**src/rtl/seq_detector_param.sv**
```systemverilog
// rtl/seq_detector_param.sv - parametrised serial pattern detector with runtime pattern, overlap mode and match counter
module seq_detector_param #(
    parameter int PAT_W = 4,
    parameter int CNT_W = 8
) (
    input  logic             clk,
    input  logic             reset_n,
    input  logic             x,
    input  logic             x_valid,
    input  logic             cfg_load,
    input  logic [PAT_W-1:0] cfg_pattern,
    input  logic             cfg_overlap,
    input  logic             cnt_clear,
    output logic             z,
    output logic [CNT_W-1:0] match_count,
    output logic             primed
);

    localparam int FILL_W = $clog2(PAT_W + 1);
    localparam logic [FILL_W-1:0] FILL_MAX = FILL_W'(PAT_W);
    localparam logic [FILL_W-1:0] FILL_HIT = FILL_W'(PAT_W - 1);

    logic [PAT_W-1:0]  pat;
    logic              ovl;
    logic [PAT_W-1:0]  hist;
    logic [PAT_W-1:0]  nh;
    logic [FILL_W-1:0] fill;
    logic              accept;
    logic              hit;

    assign nh     = {hist[PAT_W-2:0], x};
    assign accept = x_valid && !cfg_load;
    // fill guards against the zeroed history masquerading as real bits
    assign hit    = accept && (fill >= FILL_HIT) && (nh == pat);
    assign primed = (fill == FILL_MAX);

    always_ff @(posedge clk) begin
        if (!reset_n) begin
            pat  <= '0;
            ovl  <= 1'b1;
            hist <= '0;
            fill <= '0;
            z    <= 1'b0;
        end else if (cfg_load) begin
            pat  <= cfg_pattern;
            ovl  <= cfg_overlap;
            hist <= '0;
            fill <= '0;
            z    <= 1'b0;
        end else if (x_valid) begin
            z <= hit;
            if (hit && !ovl) begin
                hist <= '0;
                fill <= '0;
            end else begin
                hist <= nh;
                fill <= (fill == FILL_MAX) ? fill : fill + FILL_W'(1);
            end
        end else begin
            z <= 1'b0;
        end
    end

    // clear outranks a same-edge hit; load leaves the count alone
    always_ff @(posedge clk) begin
        if (!reset_n) begin
            match_count <= '0;
        end else if (cnt_clear) begin
            match_count <= '0;
        end else if (hit && (match_count != '1)) begin
            match_count <= match_count + CNT_W'(1);
        end
    end

endmodule

```
**config.mk**
```make
export PLATFORM = sky130hd
export DESIGN_NAME = seq_detector_param
export DESIGN_NICKNAME = d
export VERILOG_FILES = /design/src/rtl/seq_detector_param.sv
export SDC_FILE = /design/constraint.sdc
export NUM_CORES = 1
export LEC_CHECK = 0
export ABC_AREA = 1
export ABC_CLOCK_PERIOD_IN_PS = 2150
export CAP_MARGIN = 0
export CORE_ASPECT_RATIO = 0.8
export CORE_UTILIZATION = 49
export DETAILED_ROUTE_END_ITERATION = 7
export GPL_TIMING_DRIVEN = 0
export PLACE_DENSITY = 0.83
export SLEW_MARGIN = 20
export SYNTH_ARGS = -nofsm -noshare
export SYNTH_HDL_FRONTEND = slang
export SYNTH_SLANG_ARGS = --single-unit
```
**constraint.sdc**
```tcl
create_clock -name clk -period 2.15 [get_ports clk]
set_input_delay 0.215 -clock clk [delete_from_list [all_inputs] [get_ports clk]]
set_output_delay 0.215 -clock clk [all_outputs]
set_load 0.02 [all_outputs]
```
== Word level (Yosys, flattened, before mapping) ==
Cells that the tools add are included.

* Output and inout bits: 10
* Word-level logic and storage cells: 29
* Flip-flop bits (word level): 20
* Input port bits: 11

* Bitwise logic cells: 2
* $lt $le $gt $ge: 1
* Add/subtract/negate cells: 2
* Mux-type cells: 3
* Equality and inequality tests: 4
* Reductions and logical operators: 11

{| class="wikitable"
|+ Operators with widths
! operator !! count
|-
| $mux W3 || 3
|-
| $add A8 B1 Y8 const B || 1
|-
| $ne A8 B8 Y1 const B || 1
|-
| $logic_and A1 B1 Y1 || 5
|-
| $eq A4 B4 Y1 || 1
|-
| $reduce_or A2 Y1 || 2
|-
| $add A3 B1 Y3 const B || 1
|-
| $eq A3 B3 Y1 const B || 1
|-
| $ge A3 B2 Y1 const B || 1
|-
| $reduce_or A3 Y1 || 1
|-
| $logic_not A1 Y1 || 2
|-
| $ne A2 B1 Y1 const B || 1
|-
| $not A1 Y1 || 2
|-
| $reduce_and A2 Y1 || 1
|}

== Longest topological paths before layout ==
Gate-level depths: netlist of run 1.

* Depth in word-level cells: 7
* Gate-level depth with buffers: 13
* Mapped depth without buffers: 13

== Worst setup path after synthesis of run 1 ==
No wires, ideal clock.

* Kind: reg2reg
* From: reg match_count[0]
* To: reg match_count[1]
* Period minus slack after synthesis: 1475 ps
* Setup time: 116 ps
* Buffers on the path: 0
* Data arrival time: 1360 ps
* Required time: 2034 ps
* Slack: 675 ps
* Stages on the path, launching flop included: 9
* Cells stage by stage: dfxtp_1 > ha_1 > nand4_2 > nor2_2 > nand2_1 > nand2_4 > inv_8 > nor2_1 > nor2_1

* Longest elaborated chain between the ends: 2
* Elaborated cells on any way between the ends: 3
* Classes of those cells: add/sub (1); eq/ne (1); reduce/logical (1)

{| class="wikitable"
|+ RTL lines
! what !! RTL line !! RTL
|-
| start: declaration || 15 || <nowiki>output logic [CNT_W-1:0] match_count,</nowiki>
|-
| start signal: assignment || 71 || <nowiki>match_count <= match_count + CNT_W'(1);</nowiki>
|-
| branches (longest 2 deep; another with $add A8 B1 Y8) || -- ||
|}

Several ways; the timed one is not identified.
A chain may end at the register's enable or synchronous reset.

== Worst setup path in the final report of run 1 ==
* From: reg fill[0]
* To: out primed

* Longest elaborated chain between the ends: 1

{| class="wikitable"
|+ RTL lines
! what !! RTL line !! RTL
|-
| start: declaration || 27 || <nowiki>logic [FILL_W-1:0] fill;</nowiki>
|-
| start signal: assignment || 57 || <nowiki>fill <= (fill == FILL_MAX) ? fill : fill + FILL_W'(1);</nowiki>
|-
| $eq A3 B3 Y1 || 35 || <nowiki>assign primed = (fill == FILL_MAX);</nowiki>
|-
| end: declaration || 16 || <nowiki>output logic primed</nowiki>
|}

Every way passes these cells.

==> metrics.md, run 1 <==
| Metric | Value |
|---|---|
| Outcome | `finished clean` |
| Syn. warnings | `0` |
| DRC | `0` |
| First-pass DRT Iterations | `4` |
| Die width | `54.4 um` |
| FF-to-FF path depth | `13` |
| Mapped Cells | `148` |
| Synth cell types | `24` |
| Multi-input logic area | `between 500 and 600 sq um` |
| Fin Hold WS | `0.134 ns` |
| Leakage | `between 0.0005 and 0.0006 uW` |
| Peak VDD IR | `0.371 mV` |
| Vias in the first global route | `932` |
| Post-route cell area | `~0.0013 sq mm` |
| Minimum clock period | `1.84 ns` |
| Area Growth Syn to Fin | `22.5%` |
| Worst-margin pin slew | `0.366 ns` |
| CTS max path bufs | `2` |
| Detailed Route Iter0 Violations | `21` |
| Core area | `between 0.0015 and 0.002 sq mm` |
| GRT Total Usage | `23.0%` |
| Clock Latency Late Sink | `about 0.30 ns` |
| Critical path's top delay family | `buffers and inverters` |
| Internal | `roughly 490 uW` |
| Mapped Nets | `between 150 and 200` |
| Vias per inst | `4.92` |
| Antenna cells | `0` |
| Sequential power share | `59.6%` |
| Antenna-violating nets left | `0` |
| MaxCap Viol Count | `0` |
| FILL cells | `174` |
| First-pass GRT wire length | `3940 um` |
| Gpl congestion | `0.853` |
| Routed wire length | `2160 um` |
| Max-slew headroom | `75.5%` |
| Cell area power density | `494 mW/mm^2` |
| Clock share of power | `27.3%` |
| Post-DP Area | `0.00130 sq mm` |
| Cell Area, Synth | `~0.0011 sq mm` |
| Die Y | `43.9 um` |
| Arrival @ worst endpoint | `roughly 1.6 ns` |
| Detailed placement HPWL | `1740 um` |
| Net Sw Frac | `25.6%` |
| Clock root buffer | `clkbuf_4` |
| Grt total ovfl | `0` |
| Num rows | `14` |
| FF-to-FF setup slack | `0.54 ns` |
| CTS Buf Count | `3` |
| Io pins | `21` |
| Worst hold stages | `2` |
| Comb pwr share | `13.1%` |
| Clk_skew | `0.00328 ns` |
| Flops & latches, synth | `20` |
| Psw | `167 uW` |
| Setup TNS Final | `0 ns` |
| Layout cells sized above 1 | `14.7%` |
| IO buf count | `19` |
| CP endpoint kind | `output pin` |
| Reg2reg end | `match_count[0]$_SDFFE_PP0P_` |
| Hold_sp | `x_valid` |
| Register area | `400 sq um` |
| Sequential fraction of the synthesis area | `37.2%` |
| Crit path launch type | `register` |
| CTS tree | `built` |
| RSZ-0062 raised after global routing | `no` |
| Cts repair resizes | `0` |
| Hold worst-path end | `hist[1]$_SDFFE_PP0P_` |
| Post-CTS Setup Inserts | `0` |
| FF-to-FF Start | `fill[0]$_SDFFE_PP0P_` |
| Clk sinks | `20` |
| Critical path class | `reg2out` |
| WP data required | `1.93 ns` |
| Achievable Freq | `544 MHz` |
| Initial antenna violation count | `0` |
| Vias | `954` |
| Final period util | `85.4%` |
| Non-Filler Instances | `194` |
| Full die area | `0.00239 sq mm` |
| Hold crit path type | `in2reg` |
| Critical-path top delay cell | `clkdlybuf4s50_1` |
| Fin nets | `approximately 190` |
| Crit-path cells | `inv_1 > ha_1 > nand2_1 > inv_1 > clkdlybuf4s50_1` |
| Crit path largest cell delay | `around 0.60 ns` |
| Most numerous cell on the critical path | `inv_1` |
| Pin count of the biggest net entering global routing | `11` |
| Syn avg cell area | `7.28 sq um` |
| Post-CTS Hold Buffers | `0` |
| Clk pin slew, worst setup/hold paths | `0.11 ns` |
| Final setup fails | `0` |
| Final Hold Fails | `0` |
| CTS H-tree depth | `1` |
| Starting Density | `a little over half` |
| DR WL/cell | `about 11 um` |
| Critical Path Fanout Max | `4` |
| # placed instances | `191` |
| Buf/Inv on CP | `3` |
| Max-slew violations | `0` |
cells in the final DEF, fill, tap and decap left out:
cell / netlist / layout
nand2_1: 30 / 30
inv_1: 20 / 20
dfxtp_1: 20 / 20
clkdlybuf4s50_1: 0 / 19
nor2_1: 18 / 18
a21oi_1: 14 / 14
o21ai_0: 10 / 10
nand2_2: 8 / 8
ha_1: 4 / 4
xor2_1: 3 / 3
clkbuf_4: 0 / 3
nor2_4: 2 / 2
nor2_2: 2 / 2
nand4_2: 2 / 2
nand2_4: 2 / 2
nand3_1: 2 / 2
xnor2_1: 2 / 2
buf_6: 1 / 1
inv_4: 1 / 1
inv_2: 1 / 1
nand3_2: 1 / 1
clkinv_2: 1 / 1
inv_8: 1 / 1
o21a_1: 1 / 1
o21ai_1: 1 / 1
nor3_1: 1 / 1
how the worst max path moves through the flow:
stage	from	cells after the start	endpoint
finish	fill[0]$_SDFFE_PP0P_	5	primed
floorplan	match_count[0]$_SDFFE_PP0P_	8	match_count[1]$_SDFFE_PP0P_
detailed placement	cfg_load	9	fill[2]$_SDFFE_PP0P_
global route	fill[0]$_SDFFE_PP0P_	5	primed
global placement	cfg_load	9	fill[2]$_SDFFE_PP0P_
CTS	fill[0]$_SDFFE_PP0P_	5	primed
per-layer routing:
layer	up-vias	part of all wire (%)	GRT usage, %
li1	505	-	-
met1	427	47	28.9
met5	-	0	0
met4	0	0	3.59
met2	22	48	38.5
met3	0	5.3	7.72
sequential cells by signal (all words and copies together), names as in the netlist:
name,flops
match_count,8
hist,3
z,1
pat,4
fill,3
ovl,1
worst reg2reg max path: cells and delay by family (launching register included):
kind                       cells  cell delay [ns]
adders and majority gates      2             0.38
buffers and inverters          3             0.19
and+or+nand+nor                8             0.62
DFF                            1             0.36
per-stage QoR:
step	setup slack (ns)	utilization (%)	total power, uW
after floorplan	0.675	-	450
after global placement	0.485	65.5	478
after detailed placement	0.420	65.5	483
after CTS	0.310	66.7	657
after global routing	0.228	66.7	683
final	0.313	66.7	653
power by group through the flow:
stage	clock [uW]	combinational, uW	sequential (uW)
2_1_floorplan	0	54.3	395
3_3_place_gp	0	81.7	396
3_5_place_dp	0	86.0	397
4_1_cts	181	86.5	389
5_1_grt	194	98.3	390
6_report	178	85.8	389
Yosys cell counts:
cell / instances / area (sq um)
ha_1: 4 / 50.1
buf_6: 1 / 11.3
o21a_1: 1 / 7.51
a21oi_1: 14 / 70.1
o21ai_1: 1 / 5.00
nor3_1: 1 / 5.00
inv_4: 1 / 6.26
clkinv_2: 1 / 5.00
o21ai_0: 10 / 50.1
inv_1: 20 / 75.1
nand2_1: 30 / 113
inv_2: 1 / 3.75
nand2_2: 8 / 50.1
xor2_1: 3 / 26.3
nor2_1: 18 / 67.6
nand3_1: 2 / 10.0
inv_8: 1 / 11.3
nor2_2: 2 / 12.5
nand4_2: 2 / 25.0
dfxtp_1: 20 / 400
nand2_4: 2 / 22.5
nand3_2: 1 / 10.0
xnor2_1: 2 / 17.5
nor2_4: 2 / 22.5
cells by family after synthesis:
group,after synthesis,share of synthesized area (%)
flip-flops,20,37.2
AO/OA/AOI/OAI,26,12.3
XOR/XNOR,5,4.07
buffers and inverters,25,10.5
adder cells (fa/ha/maj),4,4.65
AND/OR/NAND/NOR,68,31.4
final cells by class:
cell class	count	area share, %
Buffer	1	0.853
Clock buffer	3	1.71
Inverter	24	7.68
Multi-Input combinational cell	103	42.7
Sequential cell	20	30.3
Tap cell	24	2.27
Timing Repair Buffer	19	14.4
Note: power is estimated with default switching activity, not from simulation.
==> run 2, diff against run 1 <==
Settings changed: SKIP_CTS_REPAIR_TIMING set to 1, SLEW_MARGIN 20 to not set.
==> results of run 2 <==
No change in the layout: final DEF, timing and power equal those of run 1.
==> run 3, diff against run 2 <==
Settings changed: ABC_AREA 1 to not set.
==> metrics.md, run 3 <==
| Metric | Value |
|---|---|
| Outcome | `finished clean` |
| Num rows | `14 (unchanged)` |
| Clock Latency Late Sink | `0.30 ns (about the same)` |
| Critical-path top delay cell | `clkdlybuf4s50_1` |
| Detailed placement HPWL | `1680 um (-3.2%)` |
| Core area | `0.00198 sq mm (unchanged)` |
| Crit-path cells | `inv_1 > ha_1 > and2_1 > clkdlybuf4s50_1` |
| Final period util | `90.9% (+5.5 points)` |
| Hold_sp | `cfg_load` |
| Critical Path Fanout Max | `6 (+2)` |
| Critical path's top delay family | `buffers and inverters` |
| IO buf count | `19 (unchanged)` |
| Area Growth Syn to Fin | `22.3%` |
| FILL cells | `164 (-5.7%)` |
| DRC | `0 (unchanged)` |
| Initial antenna violation count | `0 (unchanged)` |
| Crit path from | `fill[0]$_SDFFE_PP0P_` |
| First-pass GRT wire length | `3570 um (-9.3%)` |
| Ys async rst share | `0% (unchanged)` |
| CTS H-tree depth | `1 (unchanged)` |
| CTS tree | `built` |
| Setup TNS Final | `0 ns (unchanged)` |
| CTS Buf Count | `3 (unchanged)` |
| Io pins | `21 (unchanged)` |
| Detailed Route Iter0 Violations | `25 (+19%)` |
| FF-to-FF setup slack | `0.31 ns (-0.23 ns)` |
| Leakage | `0.000466 uW (-21%)` |
| Clk pin slew, worst setup/hold paths | `0.11 ns (about the same)` |
| MaxCap Viol Count | `0 (unchanged)` |
| Clk sinks | `20 (unchanged)` |
| Final Hold Fails | `0 (unchanged)` |
| Die width | `54.7 um (+0.50%)` |
| Achievable Freq | `512 MHz (-6.0%)` |
| Full die area | `0.00242 sq mm (+0.99%)` |
| Post-synth top area cell | `dfxtp_1` |
| Top flop regs | `match_count (8), pat (4)` |
| Clk_skew | `0.00665 ns (+0.00337 ns)` |
| Post-synth EDFFs | `0 (unchanged)` |
| Routed wire length | `2120 um (-1.7%)` |
| Syn avg cell area | `9.47 sq um (+30%)` |
| Post-synth top cells | `dfxtp_1 (20), a21oi_1 (10), mux2i_1 (9)` |
| Fin nets | `154 (-18%)` |
| Cell area power density | `483 mW/mm^2 (-2.3%)` |
| Antenna cells | `0 (unchanged)` |
| Peak VDD IR | `0.407 mV (+9.6%)` |
| WP data required | `1.93 ns (about the same)` |
| Gpl congestion | `0.822 (-3.5%)` |
| Layout cells sized above 1 | `10.9% (-3.8 points)` |
| Buf/Inv on CP | `2 (-1)` |
| Starting Density | `55.0% (+0.57 points)` |
| Arrival @ worst endpoint | `1.74 ns (+0.12 ns)` |
| Cell Area, Synth | `0.00109 sq mm (+1.0%)` |
| Top reg by flops | `match_count` |
| Vias | `934 (-2.1%)` |
| FF-to-FF Start | `fill[0]$_SDFFE_PP0P_` |
| Ys flop type | `dfxtp_1` |
| Flops & latches, synth | `20 (unchanged)` |
| DR WL/cell | `13.2 um (+18%)` |
| Hold crit path type | `in2reg` |
| Minimum clock period | `1.95 ns (+0.118 ns)` |
| Final setup fails | `0 (unchanged)` |
| Vias in the first global route | `807 (-13%)` |
| Worst-margin pin slew | `0.396 ns (+0.0294 ns)` |
| GRT Total Usage | `21.1% (-1.9 points)` |
| Mapped Nets | `130 (-20%)` |
| Non-Filler Instances | `161 (-17%)` |
| Antenna-violating nets left | `0 (unchanged)` |
| Crit path launch type | `register` |
| # placed instances | `158 (-17%)` |
| Max-slew headroom | `73.2% (-2.2 points)` |
| Most frequent cells in the layout | `dfxtp_1 (20), clkdlybuf4s50_1 (19), a21oi_1 (10)` |
| Commonest non-fill, non-tap cell in the layout | `dfxtp_1` |
| Max reg flops | `8 (unchanged)` |
| First-pass DRT Iterations | `4 (unchanged)` |
| Synth area leaders | `dfxtp_1 (37%), mux2i_1 (8.3%), xnor2_2 (6.0%), a21oi_1 (4.6%), ha_1 (4.6%)` |
| Crit path largest cell delay | `0.53 ns (-0.07 ns)` |
| Most frequent cell after synthesis | `dfxtp_1` |
| Critical path class | `reg2out` |
| Synth cell types | `35 (+46%)` |
| Top cell type's share of synthesized area | `36.8% (-0.38 points)` |
| Syn. warnings | `0 (unchanged)` |
| Vias per inst | `5.80 (+18%)` |
| CTS max path bufs | `2 (unchanged)` |
| Max-slew violations | `0 (unchanged)` |
| RSZ-0062 raised after global routing | `no` |
| Grt total ovfl | `0 (unchanged)` |
| Die Y | `44.2 um (+0.49%)` |
| CP endpoint kind | `output pin` |
| Clock root buffer | `clkbuf_4` |
| Sequential fraction of the synthesis area | `36.8% (-0.38 points)` |
| Mapped Cells | `115 (-22%)` |
| Pin count of the biggest net entering global routing | `11 (unchanged)` |
-- run 3: cell types whose count changed after synthesis, moves of 4 or more --
cell,before,now
o31ai_1,0,4
nand2_2,8,0
nand3_1,2,7
nand2_1,30,6
nor2_1,18,5
o21ai_0,10,4
mux2i_1,0,9
nand2b_1,0,4
xnor2_2,0,4
inv_1,20,6
a21oi_1,14,10
-- run 3: cell type report --
cell class	count	area [sq um]	share of cell area (%)
multi-input combinational	86	646	48.5
sequential	20	400	30.1
timing repair buffer	19	190	14.3
tap	24	30.0	2.26
clock buffer	3	22.5	1.69
inverter	6	22.5	1.69
buffer	3	20.0	1.50
-- run 3: routing by layer --
layer  share of wire (%)  global-route usage [%]
met1                  48                    27.9
met2                  46                    32.3
met3                 5.3                    7.22
met4                 1.1                    6.15
met5                   0                       0
-- run 3: worst paths after layout --
kind                                               endpoint  cells after the start
worst max register to register         hist[2]$_SDFFE_PP0P_                      7
worst min-delay path                       ovl$_SDFFE_PN1P_                      3
worst max-delay path                                 primed                      4
worst min register to register  match_count[6]$_SDFFE_PP0P_                      2
-- run 3: logic make-up after synthesis --
kind of cell / count (synthesis) / synth area share [%]
adders and majority gates: 4 / 4.60
AOI/OAI and AO/OA: 26 / 16.2
xor gates and xnor gates: 4 / 5.98
muxes: 9 / 8.28
DFF: 20 / 36.8
and+or+nand+nor: 43 / 24.3
buffers and inverters: 9 / 3.91
-- run 3: stage by stage --
stage	utilization (%)	area, sq um	setup WS [ns]	power (uW)	hold WS (ns)
floorplan	-	1090	0.525	444	0.277
global placement	66.1	1310	0.337	470	0.476
detailed placement	66.1	1310	0.273	474	0.486
CTS	67.3	1330	0.191	647	0.196
global route	67.3	1330	0.0825	672	0.194
finish	67.3	1330	0.195	643	0.195
-- run 3: where the power goes --
group / leakage, uW / total (uW) / internal [uW] / switching (uW)
logic: 0.000290 / 77.6 / 41.6 / 36.1
clock network: 0.0000138 / 178 / 65.4 / 112
registers: 0.000162 / 387 / 378 / 9.32
-- run 3: tightest hold or removal path, delay by kind of cell --
| kind | cells | cell delay [ns] |
|---|---|---|
| AND/OR/NAND/NOR | 1 | 0.06 |
| multiplexers | 1 | 0.08 |
| buffers and inverters | 1 | 0.12 |
